## config.mk

```make
export PLATFORM = sky130hd
export DESIGN_NAME = seg7_display_arbiter_flat
export DESIGN_NICKNAME = d
export VERILOG_FILES = /design/src/rtl/seg7_display_arbiter_if.sv /design/src/rtl/seg7_display_arbiter.sv /design/src/flat_wrapper.sv
export SDC_FILE = /design/constraint.sdc
export NUM_CORES = 1
export LEC_CHECK = 0
export ABC_CLOCK_PERIOD_IN_PS = 5520
export CAP_MARGIN = 20
export CELL_PAD_IN_SITES_DETAIL_PLACEMENT = 1
export CELL_PAD_IN_SITES_GLOBAL_PLACEMENT = 1
export CORE_MARGIN = 2
export CORE_UTILIZATION = 31
export DETAILED_ROUTE_END_ITERATION = 10
export PLACE_DENSITY = 0.95
export SLEW_MARGIN = 20
export SYNTH_ARGS = -nofsm -noshare
export SYNTH_HDL_FRONTEND = slang
export SYNTH_SLANG_ARGS = --single-unit
```

## constraint.sdc

```tcl
create_clock -name SEGclk -period 5.52 [get_ports SEGclk]
set_input_delay 0.828 -clock SEGclk [delete_from_list [all_inputs] [get_ports SEGclk]]
set_output_delay 0.828 -clock SEGclk [all_outputs]
set_load 0.05 [all_outputs]
```

## src/rtl/seg7_display_arbiter_if.sv

```systemverilog
// Overlay-source handshake bundle for the 7-segment scan arbiter.
// master = overlay source (drives ovl_req, ovl_chars).
// slave  = arbiter (drives ovl_gnt, ovl_done).
interface seg7_display_arbiter_if #(
    parameter int NUM_DIGITS = 6
);
    logic [7*NUM_DIGITS-1:0] ovl_chars;
    logic                    ovl_req;
    logic                    ovl_gnt;
    logic                    ovl_done;

    modport master (
        output ovl_req,
        output ovl_chars,
        input  ovl_gnt,
        input  ovl_done
    );

    modport slave (
        input  ovl_req,
        input  ovl_chars,
        output ovl_gnt,
        output ovl_done
    );
endinterface

```

## src/rtl/seg7_display_arbiter.sv

```systemverilog
// Multiplexed 7-segment scan controller with CPU/overlay source arbiter.
// Ports: SEGclk, reset (sync, active-high), cpu_chars (7 bits/digit),
//   ovl (slave: ovl_req/ovl_chars in, ovl_gnt/ovl_done out),
//   digit_sel, seg_char, digit_en, frame_start.
// Optional SEG7_BRIGHTNESS_EN adds a 4-bit brightness input that trims
//   the lit part of each dwell; the value is latched per frame.
module seg7_display_arbiter #(
    parameter int         NUM_DIGITS = 6,
    parameter int         DWELL      = 1024,
    parameter int         BLANK      = 64,
    parameter int         OVL_FRAMES = 256,
    parameter logic [6:0] BLANK_CHAR = 7'h7F
) (
    input  logic                    SEGclk,
    input  logic                    reset,
    input  logic [7*NUM_DIGITS-1:0] cpu_chars,
    seg7_display_arbiter_if.slave   ovl,
`ifdef SEG7_BRIGHTNESS_EN
    input  logic [3:0]              brightness,
`endif
    output logic [3:0]              digit_sel,
    output logic [6:0]              seg_char,
    output logic                    digit_en,
    output logic                    frame_start
);
    localparam int CNT_MAX = (DWELL > BLANK) ? DWELL : BLANK;
    localparam int CW = (CNT_MAX > 1) ? $clog2(CNT_MAX) : 1;
    localparam int FW = (OVL_FRAMES > 1) ? $clog2(OVL_FRAMES) : 1;

    typedef enum logic { SC_DWELL, SC_BLNK } scan_e;
    typedef enum logic [1:0] {
        SRC_CPU, SRC_WAIT, SRC_OVL, SRC_RLS
    } src_e;

    scan_e          scan_q, scan_d;
    src_e           src_q, src_d;
    logic [CW-1:0]  cnt_q, cnt_d;
    logic [3:0]     digit_q, digit_d;
    logic [FW-1:0]  fcnt_q, fcnt_d;
    // run_q keeps outputs quiet while reset is held and for the
    // release cycle, so scanning starts cleanly at digit 0.
    logic           run_q, run_d;
`ifdef SEG7_BRIGHTNESS_EN
    logic [3:0]     bright_q, bright_d;
`endif

    logic           boundary;
    logic           last_dig;
    logic [3:0]     next_digit;
    logic           in_dwell;
    logic           lit;
    logic           done;

    always_ff @(posedge SEGclk) begin
        if (reset) begin
            scan_q   <= SC_DWELL;
            src_q    <= SRC_CPU;
            cnt_q    <= '0;
            digit_q  <= '0;
            fcnt_q   <= '0;
            run_q    <= 1'b0;
`ifdef SEG7_BRIGHTNESS_EN
            bright_q <= 4'hF;
`endif
        end else begin
            scan_q   <= scan_d;
            src_q    <= src_d;
            cnt_q    <= cnt_d;
            digit_q  <= digit_d;
            fcnt_q   <= fcnt_d;
            run_q    <= run_d;
`ifdef SEG7_BRIGHTNESS_EN
            bright_q <= bright_d;
`endif
        end
    end

    // Scan sequencing: DWELL then optional BLNK per digit.
    always_comb begin
        scan_d     = scan_q;
        cnt_d      = cnt_q;
        digit_d    = digit_q;
        run_d      = 1'b1;
        boundary   = 1'b0;
        last_dig   = (digit_q == 4'(NUM_DIGITS - 1));
        next_digit = last_dig ? 4'd0 : digit_q + 4'd1;
        if (run_q) begin
            unique case (scan_q)
                SC_DWELL: begin
                    if (cnt_q == CW'(DWELL - 1)) begin
                        cnt_d = '0;
                        if (BLANK == 0) begin
                            digit_d  = next_digit;
                            boundary = last_dig;
                        end else begin
                            scan_d = SC_BLNK;
                        end
                    end else begin
                        cnt_d = cnt_q + CW'(1);
                    end
                end
                SC_BLNK: begin
                    if (cnt_q == CW'(BLANK - 1)) begin
                        cnt_d    = '0;
                        scan_d   = SC_DWELL;
                        digit_d  = next_digit;
                        boundary = last_dig;
                    end else begin
                        cnt_d = cnt_q + CW'(1);
                    end
                end
            endcase
        end
    end

    // Source ownership only changes on a frame boundary.
    always_comb begin
        src_d  = src_q;
        fcnt_d = fcnt_q;
        done   = 1'b0;
        if (run_q) begin
            unique case (src_q)
                SRC_CPU: begin
                    if (ovl.ovl_req) src_d = SRC_WAIT;
                end
                SRC_WAIT: begin
                    if (!ovl.ovl_req) src_d = SRC_CPU;
                    else if (boundary) src_d = SRC_OVL;
                end
                SRC_OVL: begin
                    if (boundary) begin
                        if (fcnt_q == FW'(OVL_FRAMES - 1)) begin
                            done   = 1'b1;
                            fcnt_d = '0;
                            src_d  = SRC_RLS;
                        end else begin
                            fcnt_d = fcnt_q + FW'(1);
                        end
                    end
                end
                SRC_RLS: begin
                    if (boundary) src_d = SRC_CPU;
                end
            endcase
        end
    end

    always_comb begin
        logic [7*NUM_DIGITS-1:0] chars;
        int                      base;
        in_dwell    = run_q && (scan_q == SC_DWELL);
        frame_start = in_dwell && (cnt_q == '0) && (digit_q == '0);
`ifdef SEG7_BRIGHTNESS_EN
        begin
            logic [3:0] b_eff;
            int         lim;
            // The new value must already apply on the frame_start cycle.
            b_eff    = frame_start ? brightness : bright_q;
            bright_d = b_eff;
            lim      = ((int'(b_eff) + 1) * DWELL) >> 4;
            lit      = in_dwell && (int'(cnt_q) < lim);
        end
`else
        lit = in_dwell;
`endif
        chars     = (src_q == SRC_OVL) ? ovl.ovl_chars : cpu_chars;
        base      = 7 * int'(digit_q);
        digit_en  = lit;
        seg_char  = lit ? chars[base +: 7] : BLANK_CHAR;
        digit_sel = digit_q;
    end

    assign ovl.ovl_gnt  = (src_q == SRC_OVL);
    assign ovl.ovl_done = done;
endmodule

```

## src/flat_wrapper.sv

```systemverilog
// flat-port wrapper written by rule: the top's interface ports become plain ports
module seg7_display_arbiter_flat 
#(
    parameter int         NUM_DIGITS = 6,
    parameter int         DWELL      = 1024,
    parameter int         BLANK      = 64,
    parameter int         OVL_FRAMES = 256,
    parameter logic [6:0] BLANK_CHAR = 7'h7F
)
  (SEGclk, reset, cpu_chars, digit_sel, seg_char, digit_en, frame_start, ovl_ovl_req, ovl_ovl_chars, ovl_ovl_gnt, ovl_ovl_done);
  seg7_display_arbiter_if #(.NUM_DIGITS(NUM_DIGITS)) ovl_i ();
  input  logic SEGclk;
  input  logic reset;
  input  logic [7*NUM_DIGITS-1:0] cpu_chars;
  output logic [3:0] digit_sel;
  output logic [6:0] seg_char;
  output logic digit_en;
  output logic frame_start;
  input wire logic [$bits(ovl_i.ovl_req)-1:0] ovl_ovl_req;
  input wire logic [$bits(ovl_i.ovl_chars)-1:0] ovl_ovl_chars;
  output wire logic [$bits(ovl_i.ovl_gnt)-1:0] ovl_ovl_gnt;
  output wire logic [$bits(ovl_i.ovl_done)-1:0] ovl_ovl_done;
  assign ovl_i.ovl_req = ovl_ovl_req;
  assign ovl_i.ovl_chars = ovl_ovl_chars;
  assign ovl_ovl_gnt = ovl_i.ovl_gnt;
  assign ovl_ovl_done = ovl_i.ovl_done;
  seg7_display_arbiter #(.NUM_DIGITS(NUM_DIGITS), .DWELL(DWELL), .BLANK(BLANK), .OVL_FRAMES(OVL_FRAMES), .BLANK_CHAR(BLANK_CHAR)) u_core (.SEGclk(SEGclk), .reset(reset), .cpu_chars(cpu_chars), .ovl(ovl_i), .digit_sel(digit_sel), .seg_char(seg_char), .digit_en(digit_en), .frame_start(frame_start));
endmodule
```

==> out/results.tsv, run 1 <==
metric	value	unit
minimum hold slack	0.4817	ns
Critical Path, Cell by Cell	nand2b_1 > inv_1 > mux2_2 > a221oi_1 > o31ai_1 > clkdlybuf4s50_1	
DRT Wirelength	7.999	mm
final clock skew	0.004652	ns
routed vias	2325	
wire length of the first global-routing pass	12.40	mm
Cells after Synth	243	
clock period minus final worst setup slack	4.209	ns
post-layout util	48.07	%
horizontal extent of the die	86.49	um
Max stage delay cell, worst path	inv_1	
number of buffers inserted to repair setup after CTS	0	
IO buf count	101	
Syn Nets	333	
TritonCTS clock tree	yes	
maximum fanout along the worst path	29	
antenna violations before repair	0	
setup-violating endpoint count in the final report	0	
routability congestion estimate	0.7784	
fmax	237.6	MHz
buffer levels on the longest clock path	2	
endpoint class of the critical path	output pin	
Final Power	438.0	uW
startpoint kind of the worst setup timing path	flip-flop	
number of flops mapped to enable cells by yosys	0	
router iterations before antenna repair	4	
minimum setup slack among reg-to-reg paths	2.81	ns
core area	6681	um^2
final net count	422	
clock latency of the later-clocked register in the worst-skew pair	0.27	ns
number of placement rows	30	
max-cap viol count	0	
most frequent standard cell in the layout excluding fill and tap cells	clkdlybuf4s50_1	
result of the run	finished clean	
die height	86.49	um
worst path required time	4.69	ns
Inserted Diodes	0	
layout overhead on the synthesized area	52.25	%
FF+latch area	520.5	um^2
Vias/cell	5.657	
setup repair after global routing missed its margin	no	
count of H-tree levels built during CTS	1	
Total GRT Usage	21.01	%
Seq/Total Area, Yosys	24.67	%
placed wire-length estimate	6.520	mm
warnings from Yosys	0	
hold_buf cts	0	
Detailed Route Iter0 Violations	89	
pin count of the biggest net entering global routing	30	
I/O pin count	102	
period utilisation layout	76.25	%
Clk pin slew, worst setup/hold paths	0.09	ns
class of the most critical setup path	reg2out	
root buffer cell	clkbuf_8	
layout cells sized above 1	10.88	%
routed wire length per instance	19.46	um
final hold vios	0	
Worst Max-Slew Pin Slew	0.9733	ns
post-detailed-route DRC marker count	0	
CP startpoint	u_core.src_q[0]$_SDFFE_PP0P_	
most used cells in the layout excluding fill and tap cells	clkdlybuf4s50_1 (101), dfxtp_1 (26), nand2_1 (24), nor2_1 (17)	
total CTS buffers	3	
GRT Residual Overflow	0	
Critical R2R Launch	u_core.digit_sel[0]$_SDFFE_PP0P_	
total negative slack for setup checks	0	ns
number of distinct standard cells referenced by the synthesized netlist	46	
Slew HR	34.91	%
ratio of total power to cell area	136.4	nW/um^2
hold path cells	1	
post-cts repair resize count	0	
async set-reset flop share out of synthesis	0	%
via count of the first global-routing pass	2454	
critical path capture point	seg_char[1]	
Initial Utilization	31.57	%
cell area after technology mapping	2110	um^2
Die ar.	7481	um^2
crit-path max cell delay	0.79	ns
flip-flop and latch count after synthesis	26	
static power due to leakage	1.077	nW
peak supply drop	0.00007361	V
Sink Count	26	
multi-input gate area in the final layout	1473	um^2
Hold WC Path Type	reg2reg	
fillers	778	
Slew Limit Fails	0	
cells on worst reg2reg path	5	
synthesized area divided by synthesized cell count	8.681	um^2
CP Data Arrival Time	3.38	ns
remaining number of nets flagged by the antenna check after routing	0	
most used flip-flop cell after synthesis	dfxtp_1	
synthesized netlist by cell type (2+ instances only):
cell	instances	area, um^2
dfxtp_1	26	520.5
nand2_1	24	90.09
nor2_1	17	63.81
clkbuf_1	14	52.55
mux2_2	14	157.7
mux4_2	14	315.3
inv_1	12	45.04
nand4_1	11	68.82
and3_1	10	62.56
a21oi_1	9	45.04
o31ai_1	8	60.06
a221oi_1	7	61.31
nand3_1	7	35.03
o21ai_0	7	35.03
and4_1	5	43.79
or4_1	4	30.03
xnor2_1	4	35.03
xor2_1	4	35.03
a211oi_1	3	22.52
buf_2	3	15.01
ha_1	3	37.54
nor4_1	3	18.77
o32ai_1	3	26.28
or3_1	3	18.77
and2_1	2	12.51
nand2b_1	2	12.51
nand4b_1	2	17.52
nor3_1	2	10.01
o21ai_1	2	10.01
o41ai_1	2	17.52
metrics by stage:
step	instance area (um^2)	worst slack, ns	cells
global route	3212	1.019	411
finish	3212	1.311	411
floorplan	2110	1.701	243
global placement	3157	1.686	407
CTS	3212	1.294	411
detailed placement	3157	1.603	407
cell families after synthesis:
| family | share of synthesized area (%) |
|---|---|
| mux | 22.89 |
| xor+xnor | 3.321 |
| flops | 24.67 |
| compound gates | 16.49 |
| buf+inv | 5.515 |
| fa+ha+maj | 1.780 |
| simple gates | 25.33 |
worst min-delay path by stage:
stage	startpoint	slack [ns]	end
floorplan	u_core.fcnt_q[7]$_SDFFE_PP0P_	0.44	u_core.fcnt_q[7]$_SDFFE_PP0P_
global placement	u_core.fcnt_q[7]$_SDFFE_PP0P_	0.46	u_core.fcnt_q[7]$_SDFFE_PP0P_
detailed placement	u_core.fcnt_q[7]$_SDFFE_PP0P_	0.47	u_core.fcnt_q[7]$_SDFFE_PP0P_
CTS	u_core.fcnt_q[7]$_SDFFE_PP0P_	0.48	u_core.fcnt_q[7]$_SDFFE_PP0P_
global route	u_core.fcnt_q[7]$_SDFFE_PP0P_	0.50	u_core.fcnt_q[7]$_SDFFE_PP0P_
finish	u_core.fcnt_q[7]$_SDFFE_PP0P_	0.48	u_core.fcnt_q[7]$_SDFFE_PP0P_
power by group:
group / total, mW / internal, mW / switching [mW] / leakage (nW)
logic: 0.119 / 0.0773 / 0.0418 / 0.838
registers: 0.193 / 0.190 / 0.00341 / 0.210
clock network: 0.126 / 0.0638 / 0.0620 / 0.0288
total: 0.438 / 0.331 / 0.107 / 1.08
sequential cells by signal (all words and copies together) (netlist names), named ones only:
signal and count:
u_core.src_q 1, u_core.cnt_q 10, u_core.digit_sel 4, u_core.run_q 1, u_core.scan_q 1, u_core.fcnt_q 8
critical path, delay by kind of cell (launching register included):
family                 cells  cell delay (ns)
AO/OA/AOI/OAI              2             0.45
multiplexers               1             0.41
buffers and inverters      2             1.54
flip-flops                 1             0.33
AND/OR/NAND/NOR            1             0.37
metal layers:
| metal | GRT usage [%] | vias to the layer above | part of all wire (%) |
|---|---|---|---|
| met4 | 5.256 | 0 | 2.2 |
| li1 | - | 1118 | - |
| met5 | 0 | - | 0 |
| met2 | 39.37 | 61 | 56 |
| met3 | 3.714 | 16 | 2.9 |
| met1 | 24.57 | 1130 | 39 |
cell type report:
class	instances	area share, %
Tap cell	80	3.116
Inverter	12	1.402
Multi-Input combinational cell	187	45.85
Clock buffer	4	1.714
Sequential cell	26	16.21
Timing Repair Buffer	102	31.71
No activity file was read; power rests on OpenSTA's default activity.
==> run 2: changes to the inputs <==
- ABC_CLOCK_PERIOD_IN_PS: 5520 -> 3400
- CORE_UTILIZATION: 31 -> 26
- PLACE_DENSITY: 0.95 -> 0.86
- clock period: 5.52 -> 3.4 ns (I/O delays scaled with it)
==> out/results.tsv, run 2 (synthesis results as in run 1) <==
metric	value	unit
class of the most critical setup path	reg2out	
period utilisation layout	86.97	%
via count of the first global-routing pass	2590	
setup-violating endpoint count in the final report	0	
max-cap viol count	0	
root buffer cell	clkbuf_8	
Vias/cell	5.408	
count of H-tree levels built during CTS	1	
number of placement rows	32	
post-layout util	42.26	%
most used cells in the layout excluding fill and tap cells	clkdlybuf4s50_1 (93), dfxtp_1 (26), nand2_1 (24), nor2_1 (17), buf_4 (15)	
total negative slack for setup checks	0	ns
most frequent standard cell in the layout excluding fill and tap cells	clkdlybuf4s50_1	
Initial Utilization	27.02	%
total CTS buffers	3	
Hold WC Path Type	reg2reg	
I/O pin count	102	
setup repair after global routing missed its margin	no	
DRT Wirelength	7.822	mm
fmax	338.2	MHz
cell area reported after detailed placement	3244	um^2
Final Power	711.1	uW
crit-path max cell delay	0.80	ns
Sink Count	26	
ratio of total power to cell area	215.5	nW/um^2
wire length of the first global-routing pass	13.13	mm
minimum setup slack among reg-to-reg paths	1.01	ns
beginning of the worst hold path	u_core.fcnt_q[5]$_SDFFE_PP0P_	
final clock skew	0.006638	ns
hold_buf cts	0	
fillers	905	
routed wire length per instance	17.82	um
die height	94.08	um
hold path cells	2	
post-cts repair resize count	0	
Max stage delay cell, worst path	clkdlybuf4s50_1	
result of the run	finished clean	
core area	7807	um^2
final hold vios	0	
static power due to leakage	1.108	nW
CP Data Arrival Time	2.45	ns
register with the most flip-flops	u_core.cnt_q	
antenna violations before repair	0	
IO buf count	101	
endpoint class of the critical path	output pin	
router iterations before antenna repair	4	
post-detailed-route DRC marker count	0	
clock latency of the later-clocked register in the worst-skew pair	0.27	ns
Post-Layout Cell Count	439	
clock period minus final worst setup slack	2.957	ns
peak supply drop	0.0001582	V
placed wire-length estimate	6.275	mm
minimum hold slack	0.4968	ns
final net count	428	
worst hold path endpoint	u_core.fcnt_q[5]$_SDFFE_PP0P_	
worst path required time	2.89	ns
Critical Path, Cell by Cell	or4_4 > nor4_1 > and4_1 > clkdlybuf4s50_1	
Cells after DPL	435	
setup slack of the critical path after layout	0.4431	ns
startpoint kind of the worst setup timing path	flip-flop	
Detailed Route Iter0 Violations	102	
cells on worst reg2reg path	5	
kind of cell adding the most delay to the critical path	simple AND/OR/NAND/NOR gates	
horizontal extent of the die	94.08	um
GRT Residual Overflow	0	
layout overhead on the synthesized area	56.41	%
Clk pin slew, worst setup/hold paths	0.09	ns
Worst Max-Slew Pin Slew	0.7093	ns
remaining number of nets flagged by the antenna check after routing	0	
worst slack after detailed placement	0.7469	ns
Inserted Diodes	0	
Slew Limit Fails	0	
pin count of the biggest net entering global routing	22	
TritonCTS clock tree	yes	
routability congestion estimate	0.8271	
Total GRT Usage	18.69	%
Critical R2R Launch	u_core.digit_sel[0]$_SDFFE_PP0P_	
number of buffers inserted to repair setup after CTS	0	
Critical path buffers and inverters	1	
buffer levels on the longest clock path	2	
number of flip-flops under the largest register name	10	
maximum fanout along the worst path	8	
Slew HR	52.66	%
routed vias	2374	
layout cells sized above 1	16.91	%
Design Area, Final	3299	um^2
Die ar.	8850	um^2
-- run 2: cell count changes in the layout (fill, tap and decap cells not counted), sizes merged --
cell	previous run	this run
buf	1	15
clkdlybuf4s50	101	93
-- run 2: layout make-up --
cell class	instances	area [um^2]	share of cell area (%)
Sequential cell	26	520.5	15.78
Timing Repair Buffer	108	1044	31.63
Inverter	12	45.04	1.365
Tap cell	102	127.6	3.868
Clock buffer	4	55.05	1.669
Multi-Input combinational cell	187	1508	45.70
-- run 2: how the worst max path moves through the flow --
stage / start / end / slack [ns] / depth (start not counted)
after global routing: u_core.src_q[0]$_SDFFE_PP0P_ / seg_char[4] / 0.27 / 6
after detailed placement: u_core.cnt_q[6]$_SDFFE_PP0P_ / frame_start / 0.75 / 4
after floorplan: u_core.src_q[0]$_SDFFE_PP0P_ / seg_char[2] / 0.32 / 7
after CTS: u_core.cnt_q[6]$_SDFFE_PP0P_ / frame_start / 0.43 / 4
after global placement: u_core.cnt_q[6]$_SDFFE_PP0P_ / frame_start / 0.76 / 4
final: u_core.cnt_q[6]$_SDFFE_PP0P_ / frame_start / 0.44 / 4
-- run 2: worst register-to-register path, stage by stage (launching register included) --
cell      delay (ns)
dfxtp_1         0.34
buf_4           0.32
nor4bb_1        0.35
nand4_1         0.52
or4_1           0.65
a21oi_1         0.15
-- run 2: layer usage --
layer	wire length (um)	GRT usage [%]	share of wire [%]	vias to the layer above
li1	-	-	-	1127
met3	217	3.291	2.8	10
met1	3208	21.12	41	1188
met4	123	4.106	1.6	0
met5	0	0	0	-
met2	4274	36.13	55	49
-- run 2: power breakdown --
| group | internal [mW] | switching, mW | leakage [nW] | total (mW) |
|---|---|---|---|---|
| Clock | 0.104 | 0.0990 | 0.0288 | 0.203 |
| Combinational | 0.128 | 0.0700 | 0.869 | 0.198 |
| Sequential | 0.308 | 0.00300 | 0.210 | 0.311 |
| Total | 0.539 | 0.172 | 1.11 | 0.711 |
==> run 3: changes to the inputs <==
- ABC_AREA: unset -> 1
- CORE_UTILIZATION: 26 -> 24
==> out/results.tsv, run 3 <==
metric	value	unit
WL met1	4.003	mm
routed vias	2975	
number of distinct standard cells referenced by the synthesized netlist	31	
Post-Layout Cell Count	602	
register with the most flip-flops	u_core.cnt_q	
Detailed Route Iter0 Violations	148	
Total GRT Usage	17.70	%
final clock skew	0.004233	ns
period utilisation layout	91.66	%
clock period minus final worst setup slack	3.117	ns
Initial Utilization	24.57	%
pin count of the biggest net entering global routing	57	
setup-violating endpoint count in the final report	0	
cell area after technology mapping	2260	um^2
maximum fanout along the worst path	14	
placed wire-length estimate	7.378	mm
setup repair after global routing missed its margin	no	
remaining number of nets flagged by the antenna check after routing	0	
number of flip-flops under the largest register name	10	
worst path required time	2.89	ns
I/O pin count	102	
Vias/cell	4.942	
number of placement rows	35	
die height	101.0	um
met2 wire len	4.492	mm
clock latency of the later-clocked register in the worst-skew pair	0.27	ns
highest routed metal layer	met4	
Syn Nets	488	
TritonCTS clock tree	yes	
routed wire length per instance	15.32	um
warnings from Yosys	0	
Hold WC Path Type	reg2reg	
via count of the first global-routing pass	3043	
total negative slack for setup checks	0	ns
wire length of the first global-routing pass	14.61	mm
Cells after DPL	599	
layout cells sized above 1	4.684	%
fraction of post-synthesis cell area in the top cell type by area	23.03	%
router iterations before antenna repair	4	
synthesized area divided by synthesized cell count	5.678	um^2
routability congestion estimate	0.8557	
worst slack after detailed placement	0.4779	ns
Clk pin slew, worst setup/hold paths	0.09	ns
Cells after Synth	398	
flip-flop and latch count after synthesis	26	
final net count	583	
class of the most critical setup path	reg2out	
final hold vios	0	
setup slack of the critical path after layout	0.2835	ns
fillers	1217	
peak supply drop	0.0001620	V
ranking of synthesized cells by instance count	nand2_1 (113), nor2_1 (58), inv_1 (42), nand3_1 (41), dfxtp_1 (26)	
most frequent standard cell in the layout excluding fill and tap cells	nand2_1	
static power due to leakage	1.385	nW
core area	9196	um^2
top-count cell post-synth	nand2_1	
Worst Max-Slew Pin Slew	0.6104	ns
IO buf count	101	
sum of met3 wire segment lengths after detailed routing	595	um
minimum hold slack	0.5222	ns
total CTS buffers	3	
fmax	320.9	MHz
Inserted Diodes	0	
most used cells in the layout excluding fill and tap cells	nand2_1 (113), clkdlybuf4s50_1 (99), nor2_1 (58), inv_1 (42), nand3_1 (41)	
root buffer cell	clkbuf_8	
count of H-tree levels built during CTS	1	
main area contributors after synthesis	dfxtp_1 (23%), nand2_1 (19%), nor2_1 (9.6%)	
async set-reset flop share out of synthesis	0	%
GRT Residual Overflow	0	
Slew HR	59.15	%
endpoint class of the critical path	output pin	
hold_buf cts	0	
antenna violations before repair	0	
result of the run	finished clean	
Seq/Total Area, Yosys	23.03	%
horizontal extent of the die	101.0	um
Design Area, Final	3413	um^2
post-synth top area cell	dfxtp_1	
ratio of total power to cell area	216.5	nW/um^2
startpoint kind of the worst setup timing path	flip-flop	
number of flops mapped to enable cells by yosys	0	
buffer levels on the longest clock path	2	
Sink Count	26	
CP Data Arrival Time	2.61	ns
cell area reported after detailed placement	3369	um^2
max-cap viol count	0	
Slew Limit Fails	0	
Die ar.	10210	um^2
post-detailed-route DRC marker count	0	
layout overhead on the synthesized area	51.05	%
number of buffers inserted to repair setup after CTS	0	
DRT Wirelength	9.225	mm
most used flip-flop cell after synthesis	dfxtp_1	
run 3: changes by cell type in the layout (fill, tap and decap cells not counted), moves of 14 or more:
cell | before | now
nand3_1 | 7 | 41
o21ai_0 | 7 | 24
inv_1 | 12 | 42
nor2_1 | 17 | 58
nand2_1 | 24 | 113
mux2_2 | 14 | 0
mux4_2 | 14 | 0
run 3: path summary, 6_finish.rpt:
check,from,cells past startpoint,slack [ns],endpoint
setup reg to reg,u_core.cnt_q[0]$_SDFFE_PP0P_,8,1.70,u_core.fcnt_q[3]$_SDFFE_PP0P_
hold / removal,u_core.cnt_q[1]$_SDFFE_PP0P_,2,0.52,u_core.cnt_q[1]$_SDFFE_PP0P_
setup / recovery,u_core.digit_sel[0]$_SDFFE_PP0P_,8,0.28,seg_char[3]
hold reg to reg,u_core.cnt_q[1]$_SDFFE_PP0P_,2,0.52,u_core.cnt_q[1]$_SDFFE_PP0P_
run 3: cell type report:
cell class                      instances  area (um^2)  area share (%)
Timing Repair Buffer                  104         1041           30.50
Clock buffer                            3        41.29           1.210
Tap cell                              111        138.9           4.069
Inverter                               45        171.4           5.022
Sequential cell                        26        520.5           15.25
Multi-Input combinational cell        313         1500           43.95
run 3: cells by family (layout without fill, tap and decap cells):
group	after synthesis	in the layout	share of synthesized area [%]
xor gates and xnor gates	5	5	1.938
buffers and inverters	59	152	10.80
AOI/OAI and AO/OA	66	66	15.95
and+or+nand+nor	239	239	46.62
DFF	26	26	23.03
adders and majority gates	3	3	1.661
run 3: metrics by stage:
step	utilization [%]	power, mW
4_1_cts	37.09	0.7394
3_3_place_gp	36.64	0.5633
3_5_place_dp	36.64	0.5673
5_1_grt	37.12	0.7748
6_report	37.12	0.7391
2_1_floorplan	-	0.4286
run 3: worst max-delay path, stage by stage (launching register included):
cell             delay [ns]
dfxtp_1                0.35
inv_1                  0.10
nand2_1                0.07
inv_1                  0.35
o21ai_0                0.17
o22ai_1                0.22
a21oi_1                0.11
o21ai_0                0.12
clkdlybuf4s50_1        0.85
run 3: timing repair:
action | in CTS | in global routing
setup endpoints to repair | 0 | 1
hold endpoints to repair | 0 | 0
resized for setup | 0 | 2
run 3: power breakdown:
group	switching (mW)	total (mW)	internal [mW]	leakage, nW
logic	0.115	0.247	0.131	1.15
clock network	0.0990	0.179	0.0795	0.0216
registers	0.00499	0.314	0.309	0.210
run 3: per-layer routing:
metal  vias to the layer above  global-route usage [%]
met3                        12                   3.051
met2                        91                   32.46
li1                       1481                       -
met4                         0                   3.534
met1                      1391                   21.66
met5                         -                       0
